===== config.mk =====
export PLATFORM = sky130hd
export DESIGN_NAME = rotary_paddle_controller
export DESIGN_NICKNAME = d
export VERILOG_FILES = /design/src/rtl/pong_pkg.sv /design/src/rtl/quadrature_filter.sv /design/src/rtl/rotary_paddle_controller.sv
export SDC_FILE = /design/constraint.sdc
export NUM_CORES = 1
export LEC_CHECK = 0
export CORE_MARGIN = 5
export CORE_UTILIZATION = 50
export CTS_CLUSTER_DIAMETER = 60
export CTS_CLUSTER_SIZE = 16
export DETAILED_ROUTE_END_ITERATION = 12
export PLACE_DENSITY = 0.72
export SLEW_MARGIN = 20
export SYNTH_ARGS = -nofsm -noshare
export SYNTH_HDL_FRONTEND = slang
export SYNTH_SLANG_ARGS = --single-unit

===== constraint.sdc =====
create_clock -name Clock -period 5.9 [get_ports Clock]
set_clock_uncertainty 0.05 [all_clocks]
set_input_delay 1.18 -clock Clock [delete_from_list [all_inputs] [get_ports Clock]]
set_output_delay 1.18 -clock Clock [all_outputs]
set_load 0.05 [all_outputs]

===== src/rtl/pong_pkg.sv =====
// Shared constants for the Pong game unit: screen geometry, paddle limits,
// quadrature phase encoding and a constant clog2 helper for counter sizing.
package pong_pkg;

  localparam int H_PIXELS     = 640;
  localparam int V_LINES      = 480;
  localparam int PADDLE_WIDTH = 64;

  localparam logic [9:0] PADDLE_MIN_DEF  = 10'd0;
  localparam logic [9:0] PADDLE_MAX_DEF  = 10'd576;
  localparam logic [9:0] PADDLE_INIT_DEF = 10'd288;

  // Encoder phases as {a,b}; clockwise order is 00 -> 10 -> 11 -> 01 -> 00.
  typedef enum logic [1:0] {
    QS_00 = 2'b00,
    QS_10 = 2'b10,
    QS_11 = 2'b11,
    QS_01 = 2'b01
  } quad_state_e;

  // Smallest number of bits b such that 2**b >= value.
  function automatic int clog2(input int value);
    int result;
    result = 0;
    while ((32'sd1 <<< result) < value) begin
      result = result + 1;
    end
    return result;
  endfunction

endpackage


===== src/rtl/quadrature_filter.sv =====
// Encoder front end: two-flop synchronisers on both raw lines, a shared
// debounce on the {a,b} pair, and quadrature decode into one-cycle
// inc / dec / err event pulses.
module quadrature_filter
  import pong_pkg::*;
#(
  parameter int DEBOUNCE_CYCLES = 50000
) (
  input  logic clk,
  input  logic rst_n,
  input  logic rota,
  input  logic rotb,
  output logic inc,
  output logic dec,
  output logic err
);

  localparam int CNT_W = (clog2(DEBOUNCE_CYCLES) < 1) ? 1 : clog2(DEBOUNCE_CYCLES);
  localparam logic [CNT_W-1:0] CNT_LAST = CNT_W'(DEBOUNCE_CYCLES - 1);
  localparam logic [CNT_W-1:0] CNT_ONE  = CNT_W'(1);

  logic             a_meta_r, a_sync_r, b_meta_r, b_sync_r;
  logic [1:0]       pair_sync_s;
  logic [1:0]       cand_r;
  logic [1:0]       filt_r;
  logic [CNT_W-1:0] cnt_r;
  logic             accept_s;
  logic             dec_inc_s, dec_dec_s, dec_err_s;
  logic             inc_r, dec_r, err_r;

  assign pair_sync_s = {a_sync_r, b_sync_r};
  assign accept_s    = (cnt_r == CNT_LAST) && (cand_r != filt_r);

  // Two-flop synchronisers for the asynchronous encoder lines.
  always_ff @(posedge clk or negedge rst_n) begin
    if (!rst_n) begin
      a_meta_r <= 1'b0;
      a_sync_r <= 1'b0;
      b_meta_r <= 1'b0;
      b_sync_r <= 1'b0;
    end else begin
      a_meta_r <= rota;
      a_sync_r <= a_meta_r;
      b_meta_r <= rotb;
      b_sync_r <= b_meta_r;
    end
  end

  // Candidate tracking: any change restarts the stability count, which saturates.
  always_ff @(posedge clk or negedge rst_n) begin
    if (!rst_n) begin
      cand_r <= 2'b00;
      cnt_r  <= '0;
    end else if (pair_sync_s != cand_r) begin
      cand_r <= pair_sync_s;
      cnt_r  <= '0;
    end else if (cnt_r != CNT_LAST) begin
      cnt_r  <= cnt_r + CNT_ONE;
    end else begin
      cnt_r  <= cnt_r;
    end
  end

  // Classify the filtered-to-candidate transition as CW, CCW or illegal jump.
  always_comb begin
    dec_inc_s = 1'b0;
    dec_dec_s = 1'b0;
    dec_err_s = 1'b0;
    case ({filt_r, cand_r})
      {QS_00, QS_10}, {QS_10, QS_11}, {QS_11, QS_01}, {QS_01, QS_00}: dec_inc_s = 1'b1;
      {QS_10, QS_00}, {QS_11, QS_10}, {QS_01, QS_11}, {QS_00, QS_01}: dec_dec_s = 1'b1;
      {QS_00, QS_11}, {QS_11, QS_00}, {QS_10, QS_01}, {QS_01, QS_10}: dec_err_s = 1'b1;
      default: begin
        dec_inc_s = 1'b0;
        dec_dec_s = 1'b0;
        dec_err_s = 1'b0;
      end
    endcase
  end

  // Accept a stable pair: update the filtered state and emit one event pulse.
  always_ff @(posedge clk or negedge rst_n) begin
    if (!rst_n) begin
      filt_r <= 2'b00;
      inc_r  <= 1'b0;
      dec_r  <= 1'b0;
      err_r  <= 1'b0;
    end else begin
      filt_r <= accept_s ? cand_r : filt_r;
      inc_r  <= accept_s & dec_inc_s;
      dec_r  <= accept_s & dec_dec_s;
      err_r  <= accept_s & dec_err_s;
    end
  end

  assign inc = inc_r;
  assign dec = dec_r;
  assign err = err_r;

endmodule


===== src/rtl/rotary_paddle_controller.sv =====
// Rotary-encoder paddle input for Pong: accumulates decoded quadrature
// transitions into detents, moves a saturating paddle position and keeps a
// frame-latched copy so the renderer never sees mid-frame movement.
module rotary_paddle_controller
  import pong_pkg::*;
#(
  parameter int         DEBOUNCE_CYCLES        = 50000,
  parameter int         TRANSITIONS_PER_DETENT = 4,
  parameter logic [9:0] STEP                   = 10'd8,
  parameter logic [9:0] PADDLE_MIN             = PADDLE_MIN_DEF,
  parameter logic [9:0] PADDLE_MAX             = PADDLE_MAX_DEF,
  parameter logic [9:0] PADDLE_INIT            = PADDLE_INIT_DEF
) (
  input  logic       Clock,
  input  logic       Reset,
  input  logic       rota,
  input  logic       rotb,
  input  logic       FrameStart,
  output logic [9:0] paddle_pos,
  output logic [9:0] paddle_frame,
  output logic       step_cw,
  output logic       step_ccw,
  output logic       quad_error
);

  localparam int SUB_W = clog2(TRANSITIONS_PER_DETENT + 1) + 1;
  localparam logic signed [SUB_W-1:0] SUB_ONE = SUB_W'(1);
  localparam logic signed [SUB_W-1:0] SUB_TOP = SUB_W'(TRANSITIONS_PER_DETENT - 1);
  localparam logic signed [SUB_W-1:0] SUB_BOT = -SUB_TOP;

  logic                    ev_inc_s, ev_dec_s, ev_err_s;
  logic signed [SUB_W-1:0] sub_r, sub_next_s;
  logic                    step_cw_r, step_ccw_r, cw_next_s, ccw_next_s;
  logic [9:0]              paddle_pos_r, pos_next_s, paddle_frame_r;
  logic [10:0]             sum_s;
  logic signed [11:0]      diff_s;

  quadrature_filter #(
    .DEBOUNCE_CYCLES(DEBOUNCE_CYCLES)
  ) u_filter (
    .clk  (Clock),
    .rst_n(Reset),
    .rota (rota),
    .rotb (rotb),
    .inc  (ev_inc_s),
    .dec  (ev_dec_s),
    .err  (ev_err_s)
  );

  // Sub-count: a full detent in either direction emits a step and clears it.
  always_comb begin
    sub_next_s = sub_r;
    cw_next_s  = 1'b0;
    ccw_next_s = 1'b0;
    if (ev_inc_s) begin
      if (sub_r == SUB_TOP) begin
        sub_next_s = '0;
        cw_next_s  = 1'b1;
      end else begin
        sub_next_s = sub_r + SUB_ONE;
      end
    end else if (ev_dec_s) begin
      if (sub_r == SUB_BOT) begin
        sub_next_s = '0;
        ccw_next_s = 1'b1;
      end else begin
        sub_next_s = sub_r - SUB_ONE;
      end
    end else begin
      sub_next_s = sub_r;
    end
  end

  // Next paddle position, clamped with widened arithmetic so nothing wraps.
  always_comb begin
    sum_s      = {1'b0, paddle_pos_r} + {1'b0, STEP};
    diff_s     = $signed({2'b00, paddle_pos_r}) - $signed({2'b00, STEP});
    pos_next_s = paddle_pos_r;
    if (step_cw_r) begin
      pos_next_s = (sum_s > {1'b0, PADDLE_MAX}) ? PADDLE_MAX : sum_s[9:0];
    end else if (step_ccw_r) begin
      pos_next_s = (diff_s < $signed({2'b00, PADDLE_MIN})) ? PADDLE_MIN : diff_s[9:0];
    end else begin
      pos_next_s = paddle_pos_r;
    end
  end

  // State registers: sub-count, step pulses, position and frame latch.
  always_ff @(posedge Clock or negedge Reset) begin
    if (!Reset) begin
      sub_r          <= '0;
      step_cw_r      <= 1'b0;
      step_ccw_r     <= 1'b0;
      paddle_pos_r   <= PADDLE_INIT;
      paddle_frame_r <= PADDLE_INIT;
    end else begin
      sub_r          <= sub_next_s;
      step_cw_r      <= cw_next_s;
      step_ccw_r     <= ccw_next_s;
      paddle_pos_r   <= pos_next_s;
      paddle_frame_r <= FrameStart ? paddle_pos_r : paddle_frame_r;
    end
  end

  assign paddle_pos   = paddle_pos_r;
  assign paddle_frame = paddle_frame_r;
  assign step_cw      = step_cw_r;
  assign step_ccw     = step_ccw_r;
  assign quad_error   = ev_err_s;

endmodule


== Word level (Yosys, flattened, before mapping) ==
Index checks and enable logic that the tools add are counted.

* Muxes and demuxes: 18
* Reduce and logical (&&, ||, !) cells: 7
* Eq/ne operators: 18
* Bitwise gates (word level): 3
* Order comparisons: 2
* $add $sub $neg: 5

{| class="wikitable"
|+ Operators by type and width
! operator !! count
|-
| $mux 10 || 4
|-
| $mux 16 || 2
|-
| $eq 4x4->1 const B || 6
|-
| $eq 4x3->1 const B || 5
|-
| $add 16x1->16 const B || 1
|-
| $eq 16x16->1 const B || 1
|-
| $mux 4 || 4
|-
| $ne 16x16->1 const B || 1
|-
| $reduce_or 4->1 || 3
|-
| $add 10x4->11 const B || 1
|-
| $gt 11x10->1 const B || 1
|-
| $lt 11x1->1 const B || 1
|-
| $sub 10x4->11 const B || 1
|-
| $eq 4x2->1 const B || 2
|-
| $mux 1 || 8
|-
| $reduce_bool 2->1 || 3
|-
| $add 4x2->4 const B || 1
|-
| $eq 4x1->1 const B || 1
|-
| $ne 2x2->1 || 2
|-
| $sub 4x2->4 const B || 1
|-
| $and 1x1->1 || 3
|-
| $logic_and 1x1->1 || 1
|}

* Bits of input ports: 5
* Flip-flop bits (word level): 53
* Output and inout port bits: 23

== Longest topological paths before layout ==
Gate-level depths: netlist (run 1).

* Word-level depth: 5
* Gate-level depth with buffers: 8
* Depth with buffers taken out: 7

== Cells and area by module ==
A second synthesis (run 1) with hierarchy kept.

* Cells, all modules: 253
* Area total of the unflattened synthesis: 2595.0 um^2

{| class="wikitable"
|+ By module, submodules not included
! module !! seq. area each (um^2) !! area an instance (um^2) !! instances !! cells each
|-
| rotary_paddle_controller || 505.5 || 1318.8 || 1 || 144
|-
| quadrature_filter || 675.6 || 1276.2 || 1 || 109
|}

== Worst setup path after synthesis (run 1) ==
OpenSTA, ideal clock, no wires.

* Kind: register to register
* Start point: reg paddle_pos_r[4], in the netlist paddle_pos[4]
* End point: reg paddle_pos_r[3], in the netlist paddle_pos[3]
* Slack: 3422 ps
* Required time: 5726 ps
* Arrival: 2304 ps
* Period minus slack after synthesis: 2478 ps
* Cell stages (with the launch flop): 8
* Path through: dfrtp_1 -> clkbuf_1 -> inv_1 -> ha_1 -> nor3_1 -> or4b_4 -> and3_4 -> o31a_1

* Longest elaborated chain between the ends: 5
* Elaborated cells between the ends (all ways): 8
* Those cells by class: 2 x add/sub; 2 x order compare; 4 x mux

{| class="wikitable"
|+ Ends and longest elaborated chain
! item !! line !! text
|-
| from (decl) || rotary_paddle_controller.sv:34 || <nowiki>logic [9:0] paddle_pos_r, pos_next_s, paddle_frame_r;</nowiki>
|-
| from (signal assigned) || rotary_paddle_controller.sv:100 || <nowiki>paddle_pos_r <= pos_next_s;</nowiki>
|-
| $sub 10x4->11 || rotary_paddle_controller.sv:77 || <nowiki>diff_s = $signed({2'b00, paddle_pos_r}) - $signed({2'b00, STEP});</nowiki>
|-
| $lt 11x1->1 || rotary_paddle_controller.sv:82 || <nowiki>pos_next_s = (diff_s < $signed({2'b00, PADDLE_MIN})) ? PADDLE_MIN : diff_s[9:0];</nowiki>
|-
| $mux 10 || rotary_paddle_controller.sv:82 ||
|-
| $mux 10 || rotary_paddle_controller.sv:81 || <nowiki>end else if (step_ccw_r) begin</nowiki>
|-
| $mux 10 (*) || rotary_paddle_controller.sv:79 || <nowiki>if (step_cw_r) begin</nowiki>
|}

Every way passes the cells marked *; elsewhere a longest branch is shown, timed or not. The select of a mux whose other input is x is not followed.
A chain may end at the register's enable or synchronous reset.

== Worst setup path after layout (run 1) ==
* Start point: reg step_cw_r, in the netlist step_cw
* End point: out step_cw

{| class="wikitable"
|+ RTL lines
! item !! line !! text
|-
| from (decl) || rotary_paddle_controller.sv:33 || <nowiki>logic step_cw_r, step_ccw_r, cw_next_s, ccw_next_s;</nowiki>
|-
| from (signal assigned) || rotary_paddle_controller.sv:98 || <nowiki>step_cw_r <= cw_next_s;</nowiki>
|-
| to (decl) || rotary_paddle_controller.sv:21 || <nowiki>output logic step_cw,</nowiki>
|}

No word-level cell between the ends.

==> metrics, run 1 <==
Final period util 0.523; hpwl dp 3.18 mm; delay-heaviest family, CP buffers and inverters; setup TNS 0 ns; hold_sp u_filter.a_meta_r; Clock Tree Buf Depth 2; Vias per Instance 5.47; Root Buffer clkbuf_8; Critical Path RT roughly 4.7 ns; leading cell types in the layout, fill and taps excluded dfrtp_1 (43), nor2_1 (33), nand2_1 (20), clkdlybuf4s50_1 (20), nand3_1 (13); Die X 80.5 um; final hold viol count 0; Final Max Tran Viols 0; via count 1,838; # rows 25; drt wl/cell 13.5 um; Antenna Cells 0; initial antenna violation count 0; Placer Congestion 0.832; vias in the first global route ~1,900; clock latency on the worst-skew pair roughly 0.30 ns; CP cell instances clkdlybuf4s50_1; Seq/Total Area, Yosys 0.475; Finished Layout Cells 336; crit path time final 3.08 ns; filler instances 432; clock slew at reported path FFs approximately 0.090 ns; drt initial violations between 40 and 50; IO Pins 28; met3 Use GR 0.0381; Core Area 4790 um^2; RSZ-0062 raised after global routing no; post-route antenna net violation count 0; DP Worst Slack roughly 3.2 ns; Post-Route WL roughly 4.5 mm; most common cell after layout, fill and taps aside dfrtp_1; critical path depth 1; WP data arrival 1.85 ns; Die Y-Extent about 80 um; Post-synth EDFFs 0; layout cells sized above 1 0.0892; syn avg cell area approximately 9.7 um^2; DR DRC count 0; Num Clock Sinks 47; Nets 279; hold path depth 0; maxcap violations 0; die area 6480 um^2; TritonCTS clock tree yes; largest net degree at the start of global routing 48; Worst Hold End u_filter.a_sync_r; critical path capture point type output pin; post-CTS sizing 0; final setup vio count 0; worst setup margin 2.82 ns; DR pass1 iterations 4; CTS Hold Buffers Added 0; Crit-path slowest cell clkdlybuf4s50_1; met1 Use GR 0.184; R2R depth 6; M2 GR Usage 0.282; Starting Density 0.519; outcome finished clean; FF-to-FF setup slack roughly 3.6 ns; Worst Tran Pin Value 0.574 ns; Yosys cell types 47; first-pass GRT wire length 8.11 mm; post-CTS setup buffers 0; Synth Cell Area around 2500 um^2; HP Class register to register; top-area cell type share of the netlist area 0.433; Synth warnings 0; worst slew margin relative to its limit 0.617; Cells after DPL 328; worst-path fanout max 16; CP bufs+invs 1; layout overhead on the synthesized area 11.9%; RR Startpoint paddle_pos[3]; Port Buffers 21; LEAKAGE 1.16 nW; CP peak stage delay 0.90 ns; startpoint types register; number of buffers created by CTS 5; synthesis-stage register bit count 47; Max Clock Freq 324 MHz; htree depth 2; GRT busiest layer met2; CP Class register to output pin; reg-to-reg endpoint paddle_pos[3]; PD cells 201 nW/um^2; area leader, netlist dfrtp_1; total global-route track usage 0.158; commonest register cell after synthesis dfrtp_1; ys async rst share 1.00; Peak VDD IR 180 uV; Synth Instances 256; grt ovf 0; top cells by area, synth dfrtp_1 (43%), nor2_1 (5.0%), dfstp_2 (4.2%)
layout make-up:
cell class,count,area [um^2],area share
clock buffers,5,68.8,0.0248
clock inverters,3,27.5,0.00990
inverters,7,26.3,0.00945
multi-input cells,186,1180,0.426
flip-flops and latches,47,1180,0.425
well taps,67,83.8,0.0302
repair buffers,21,208,0.0747
cells in the mapped netlist (2+ instances only):
library cell  instances
nor3_1                5
xor2_1               11
nor4b_1               2
nor2b_1               2
nand2_1              20
mux2_2                9
ha_1                  6
buf_2                 2
and4_1                2
and3_1                7
nor2_1               33
o2bb2ai_1             3
buf_4                 6
o21ai_0               8
dfrtp_1              43
inv_1                 7
nand4_1               4
xnor2_1              10
a21oi_1              10
nor3b_1               4
mux2i_1               3
o31ai_1               2
nand3_1              13
nand2b_1              3
clkbuf_1             12
dfstp_2               4
a31oi_1               5
worst max-delay path by stage:
stage	from	endpoint	slack [ns]
3_3_place_gp	step_cw	step_cw	3.17
3_5_place_dp	step_cw	step_cw	3.16
4_1_cts	step_cw	step_cw	2.81
6_report	step_cw	step_cw	2.82
2_1_floorplan	paddle_pos[4]	paddle_pos[3]	3.42
5_1_grt	step_cw	step_cw	2.73
state kept, by name, indices dropped and copies added (netlist names):
signal             cells
u_filter.a_meta_r      1
sub_r                  4
u_filter.err           1
u_filter.filt_r        2
u_filter.inc           1
paddle_frame           7
u_filter.b_sync_r      1
u_filter.dec           1
u_filter.cnt_r        16
u_filter.b_meta_r      1
paddle_pos             7
u_filter.a_sync_r      1
u_filter.cand_r        2
step_ccw               1
step_cw                1
power breakdown:
group / leakage (nW) / switching (mW) / internal, mW / total [mW]
registers: 0.627 / 0.00302 / 0.325 / 0.328
clock network: 0.0467 / 0.116 / 0.0878 / 0.204
logic: 0.486 / 0.0208 / 0.00637 / 0.0272
total: 1.16 / 0.140 / 0.420 / 0.560
cell families after synthesis:
logic type	synth area share
adders and majority gates	0.0302
muxes	0.0529
DFF	0.475
and+or+nand+nor	0.215
AOI/OAI and AO/OA	0.0957
buffers and inverters	0.0554
xor gates and xnor gates	0.0740
other	0.00151
layer usage:
| layer | wire (um) | part of all wire |
|---|---|---|
| met1 | 2000 | 0.44 |
| met2 | 2260 | 0.50 |
| met3 | 195 | 0.043 |
| met4 | 72 | 0.016 |
| met5 | 0 | 0 |
stage by stage:
| stage | util | hold WS (ns) | total power, mW | cell area (um^2) |
|---|---|---|---|---|
| final | 0.581 | 0.312 | 0.560 | 2780 |
| after global routing | 0.581 | 0.324 | 0.588 | 2780 |
| after detailed placement | 0.560 | 0.287 | 0.363 | 2680 |
| after floorplan | - | 0.281 | 0.355 | 2500 |
| after CTS | 0.580 | 0.313 | 0.569 | 2780 |
| after global placement | 0.560 | 0.288 | 0.362 | 2680 |
(Power assumes the default switching activity.)
==> inputs of run 2 (changes only) <==
--- a/config.mk
+++ b/config.mk
@@ -10,7 +10,7 @@
 export CTS_CLUSTER_DIAMETER = 60
 export CTS_CLUSTER_SIZE = 16
 export DETAILED_ROUTE_END_ITERATION = 12
-export PLACE_DENSITY = 0.72
+export PLACE_DENSITY = 0.75
 export SLEW_MARGIN = 20
 export SYNTH_ARGS = -nofsm -noshare
 export SYNTH_HDL_FRONTEND = slang
==> constraint.sdc (replaced) <==
create_clock -name Clock -period 2.74 [get_ports Clock]
set_clock_uncertainty 0.05 [all_clocks]
set_input_delay 0.548 -clock Clock [delete_from_list [all_inputs] [get_ports Clock]]
set_output_delay 0.548 -clock Clock [all_outputs]
set_load 0.05 [all_outputs]
==> metrics, run 2 (synthesized netlist as in run 1, its figures left out) <==
die area ~6500 um^2; layout overhead on the synthesized area 13.1%; DP Worst Slack 0.551 ns; HP Class input port to asynchronous set/reset pin; filler instances between 400 and 500; worst setup margin approximately 0.36 ns; Port Buffers 21; via count 1,823; Post-Route WL between 4 and 5 mm; max reg flops 16; number of buffers created by CTS 5; Final period util 0.868; Critical Path RT 2.14 ns; most common cell after layout, fill and taps aside dfrtp_1; worst slew margin relative to its limit 0.618; layout cells sized above 1 0.0919; Die X 80.5 um; final hold viol count 0; Worst Tran Pin Value 0.573 ns; R2R depth 6; outcome finished clean; maxcap violations 0; CP Class register to output pin; startpoint types register; FF-to-FF setup slack 0.51 ns; drt initial violations 228; Starting Density 0.519; IO Pins 28; # rows 25; Num Clock Sinks 47; worst-path fanout max 12; clock latency on the worst-skew pair 0.29 ns; setup TNS 0 ns; Clock Tree Buf Depth 2; Placer Congestion 0.804; RSZ-0062 raised after global routing no; largest net degree at the start of global routing 48; vias in the first global route 1,729; WP data arrival 1.78 ns; DR DRC count 0; Die Y-Extent 80.5 um; total global-route track usage 0.158; clock slew at reported path FFs ~0.08 ns; CP bufs+invs 1; grt ovf 0; delay-heaviest family, CP buffers and inverters; post-CTS setup buffers 0; crit path time final 2.38 ns; drt wl/cell 13.5 um; htree depth 2; post-route antenna net violation count 0; post-CTS sizing 0; Final Max Tran Viols 0; Biggest register u_filter.cnt_r; hpwl dp between 3 and 4 mm; CTS Hold Buffers Added 0; Vias per Instance 5.38; Core Area 4790 um^2; initial antenna violation count 0; Crit-path slowest cell clkdlybuf4s50_1; Nets 282; TritonCTS clock tree yes; DR pass1 iterations 4; RR Startpoint paddle_pos[3]; LEAKAGE around 1.2 nW; final setup vio count 0; first-pass GRT wire length ~8.0 mm; Max Clock Freq 421 MHz; reg-to-reg endpoint paddle_pos[3]; Root Buffer clkbuf_8; Antenna Cells 0; leading cell types in the layout, fill and taps excluded dfrtp_1 (43), nor2_1 (33), nand2_1 (20), clkdlybuf4s50_1 (20), nand3_1 (13); critical path capture point type output pin; Peak VDD IR 344 uV; CP peak stage delay 0.84 ns; CP cell instances clkdlybuf4s50_1; PD cells 445 nW/um^2
[run 2: worst max-delay path by stage]
| stage | from | endpoint | cells after the start |
|---|---|---|---|
| after floorplan | paddle_pos[4] | paddle_pos[3] | 7 |
| after global placement | paddle_pos[3] | paddle_pos[3] | 6 |
| after detailed placement | paddle_pos[3] | paddle_pos[3] | 6 |
| after CTS | paddle_pos[5] | paddle_pos[5] | 1 |
| after global routing | paddle_pos[5] | paddle_pos[5] | 1 |
| final | paddle_pos[5] | paddle_pos[5] | 1 |
[run 2: power by group]
part	leakage (nW)	switching (mW)	internal, mW	total [mW]
combinational	0.501	0.0451	0.0143	0.0594
clock	0.0524	0.210	0.273	0.483
sequential	0.627	0.00651	0.700	0.707
[run 2: metal layers]
layer | routed length [um] | GRT usage | part of all wire | up-vias
met5 | 0 | 0 | 0 | -
li1 | - | - | - | 902
met1 | 2070 | 0.195 | 0.45 | 885
met3 | 187 | 0.0370 | 0.041 | 4
met4 | 34 | 0.0422 | 0.0074 | 0
met2 | 2280 | 0.275 | 0.50 | 32
[run 2: area by class of cell]
| type | count | area, um^2 | share of cell area |
|---|---|---|---|
| Multi-Input combinational cell | 186 | 1180 | 0.422 |
| Sequential cell | 47 | 1180 | 0.420 |
| Clock buffer | 7 | 76.3 | 0.0272 |
| Tap cell | 67 | 83.8 | 0.0298 |
| Timing Repair Buffer | 24 | 228 | 0.0810 |
| Clock inverter | 1 | 30.0 | 0.0107 |
| Inverter | 7 | 26.3 | 0.00935 |
[run 2: stage by stage]
stage                     hold WS (ns)  power (mW)  instance area (um^2)   util  std cells
after floorplan                  0.202       0.765                  2500      -        261
after global placement           0.284       0.780                  2700  0.565        331
after detailed placement         0.289       0.782                  2700  0.565        331
after CTS                        0.301        1.28                  2810  0.587        339
after global routing             0.327        1.32                  2810  0.587        339
final                            0.284        1.25                  2810  0.587        339
==> inputs of run 3 (changes only) <==
--- a/config.mk
+++ b/config.mk
@@ -5,7 +5,6 @@
 export SDC_FILE = /design/constraint.sdc
 export NUM_CORES = 1
 export LEC_CHECK = 0
-export CORE_MARGIN = 5
 export CORE_UTILIZATION = 50
 export CTS_CLUSTER_DIAMETER = 60
 export CTS_CLUSTER_SIZE = 16
==> metrics, run 3 (synthesized netlist as in run 1, its figures left out) <==
crit path time final 2.40 ns; M2 GR Usage 0.315; DR pass1 iterations 4; drt initial violations 162; critical path capture point type output pin; Die Y-Extent 72.5 um; clock latency on the worst-skew pair 0.30 ns; Core Area 4750 um^2; most common cell after layout, fill and taps aside dfrtp_1; post-CTS setup buffers 0; PD cells 450 nW/um^2; IO Pins 28; grt ovf 0; CP peak stage delay 0.84 ns; layout overhead on the synthesized area 13.5%; Die X between 70 and 80 um; Clock Tree Buf Depth 2; clock slew at reported path FFs 0.09 ns; LEAKAGE approximately 1.2 nW; final setup vio count 0; CP cell instances clkdlybuf4s50_1; largest net degree at the start of global routing 20; Antenna Cells 0; Biggest register u_filter.cnt_r; first-pass GRT wire length between 7 and 8 mm; Nets 283; initial antenna violation count 0; hpwl dp between 3 and 4 mm; Max Clock Freq 416 MHz; Crit-path slowest cell clkdlybuf4s50_1; Worst Tran Pin Value 0.505 ns; maxcap violations 0; Post-Route WL 4.33 mm; outcome finished clean; htree depth 2; TritonCTS clock tree yes; met3 Use GR 0.0500; CP Class register to output pin; Critical Path RT 2.14 ns; setup TNS 0 ns; HP Class input port to asynchronous set/reset pin; CTS Hold Buffers Added 0; worst-path fanout max 12; total global-route track usage 0.191; Starting Density 0.523; die area 5260 um^2; GRT busiest layer met2; layout cells sized above 1 0.0989; Final Util 0.593; CP bufs+invs 1; vias in the first global route 1,720; delay-heaviest family, CP buffers and inverters; leading cell types in the layout, fill and taps excluded dfrtp_1 (43), nor2_1 (33), nand2_1 (20), clkdlybuf4s50_1 (20), nand3_1 (13); post-route antenna net violation count 0; filler instances a little over 400; Port Buffers 21; via count 1,861; final hold viol count 0; max reg flops 16; Vias per Instance 5.47; post-CTS sizing 0; Peak VDD IR 340 uV; drt wl/cell between 10 and 15 um; # rows 25; number of buffers created by CTS 5; WP data arrival 1.80 ns; RSZ-0062 raised after global routing no; Final period util 0.877; startpoint types register; Num Clock Sinks 47; Placer Congestion just over 0.8; DR DRC count 0; met1 Use GR 0.242; worst slew margin relative to its limit 0.662; Final Max Tran Viols 0; Root Buffer clkbuf_8
[run 3: cell type report]
cell class                      count  area, um^2  share of cell area
Inverter                            7        26.3             0.00931
Clock buffer                        6        72.6              0.0257
Multi-Input combinational cell    186        1180               0.420
Clock inverter                      2        37.5              0.0133
Tap cell                           67        83.8              0.0297
Timing Repair Buffer               25         235              0.0834
Sequential cell                    47        1180               0.419
[run 3: routing by layer]
metal / vias up / wire length [um]
met1: 902 / 2030
met2: 47 / 2040
met4: 0 / 80
met5: - / 0
met3: 9 / 190
li1: 903 / -
[run 3: worst paths after layout]
check	start	to	slack (ns)	cells after the start
max in group asynchronous	Reset	paddle_frame[5]	1.99	2
setup / recovery	paddle_pos[5]	paddle_pos[5]	0.34	1
setup reg to reg	paddle_pos[3]	paddle_pos[3]	0.50	6
min in group Clock	u_filter.a_meta_r	u_filter.a_sync_r	0.31	0
hold / removal	Reset	step_cw	0.06	1
hold reg to reg	u_filter.a_meta_r	u_filter.a_sync_r	0.31	0
[run 3: metrics by stage]
step | power, mW | area (um^2) | hold slack (ns) | instances | setup slack, ns
floorplan | 0.765 | 2500 | 0.202 | 261 | 0.262
global placement | 0.782 | 2710 | 0.285 | 332 | 0.566
detailed placement | 0.783 | 2710 | 0.288 | 332 | 0.510
CTS | 1.29 | 2820 | 0.0569 | 340 | 0.339
global route | 1.32 | 2820 | 0.0679 | 340 | 0.283
finish | 1.27 | 2820 | 0.0560 | 340 | 0.338
[run 3: report_power, final]
group	internal [mW]	switching (mW)	total [mW]
clock network	0.272	0.231	0.504
logic	0.0151	0.0450	0.0602
registers	0.701	0.00644	0.707
total	0.988	0.283	1.27
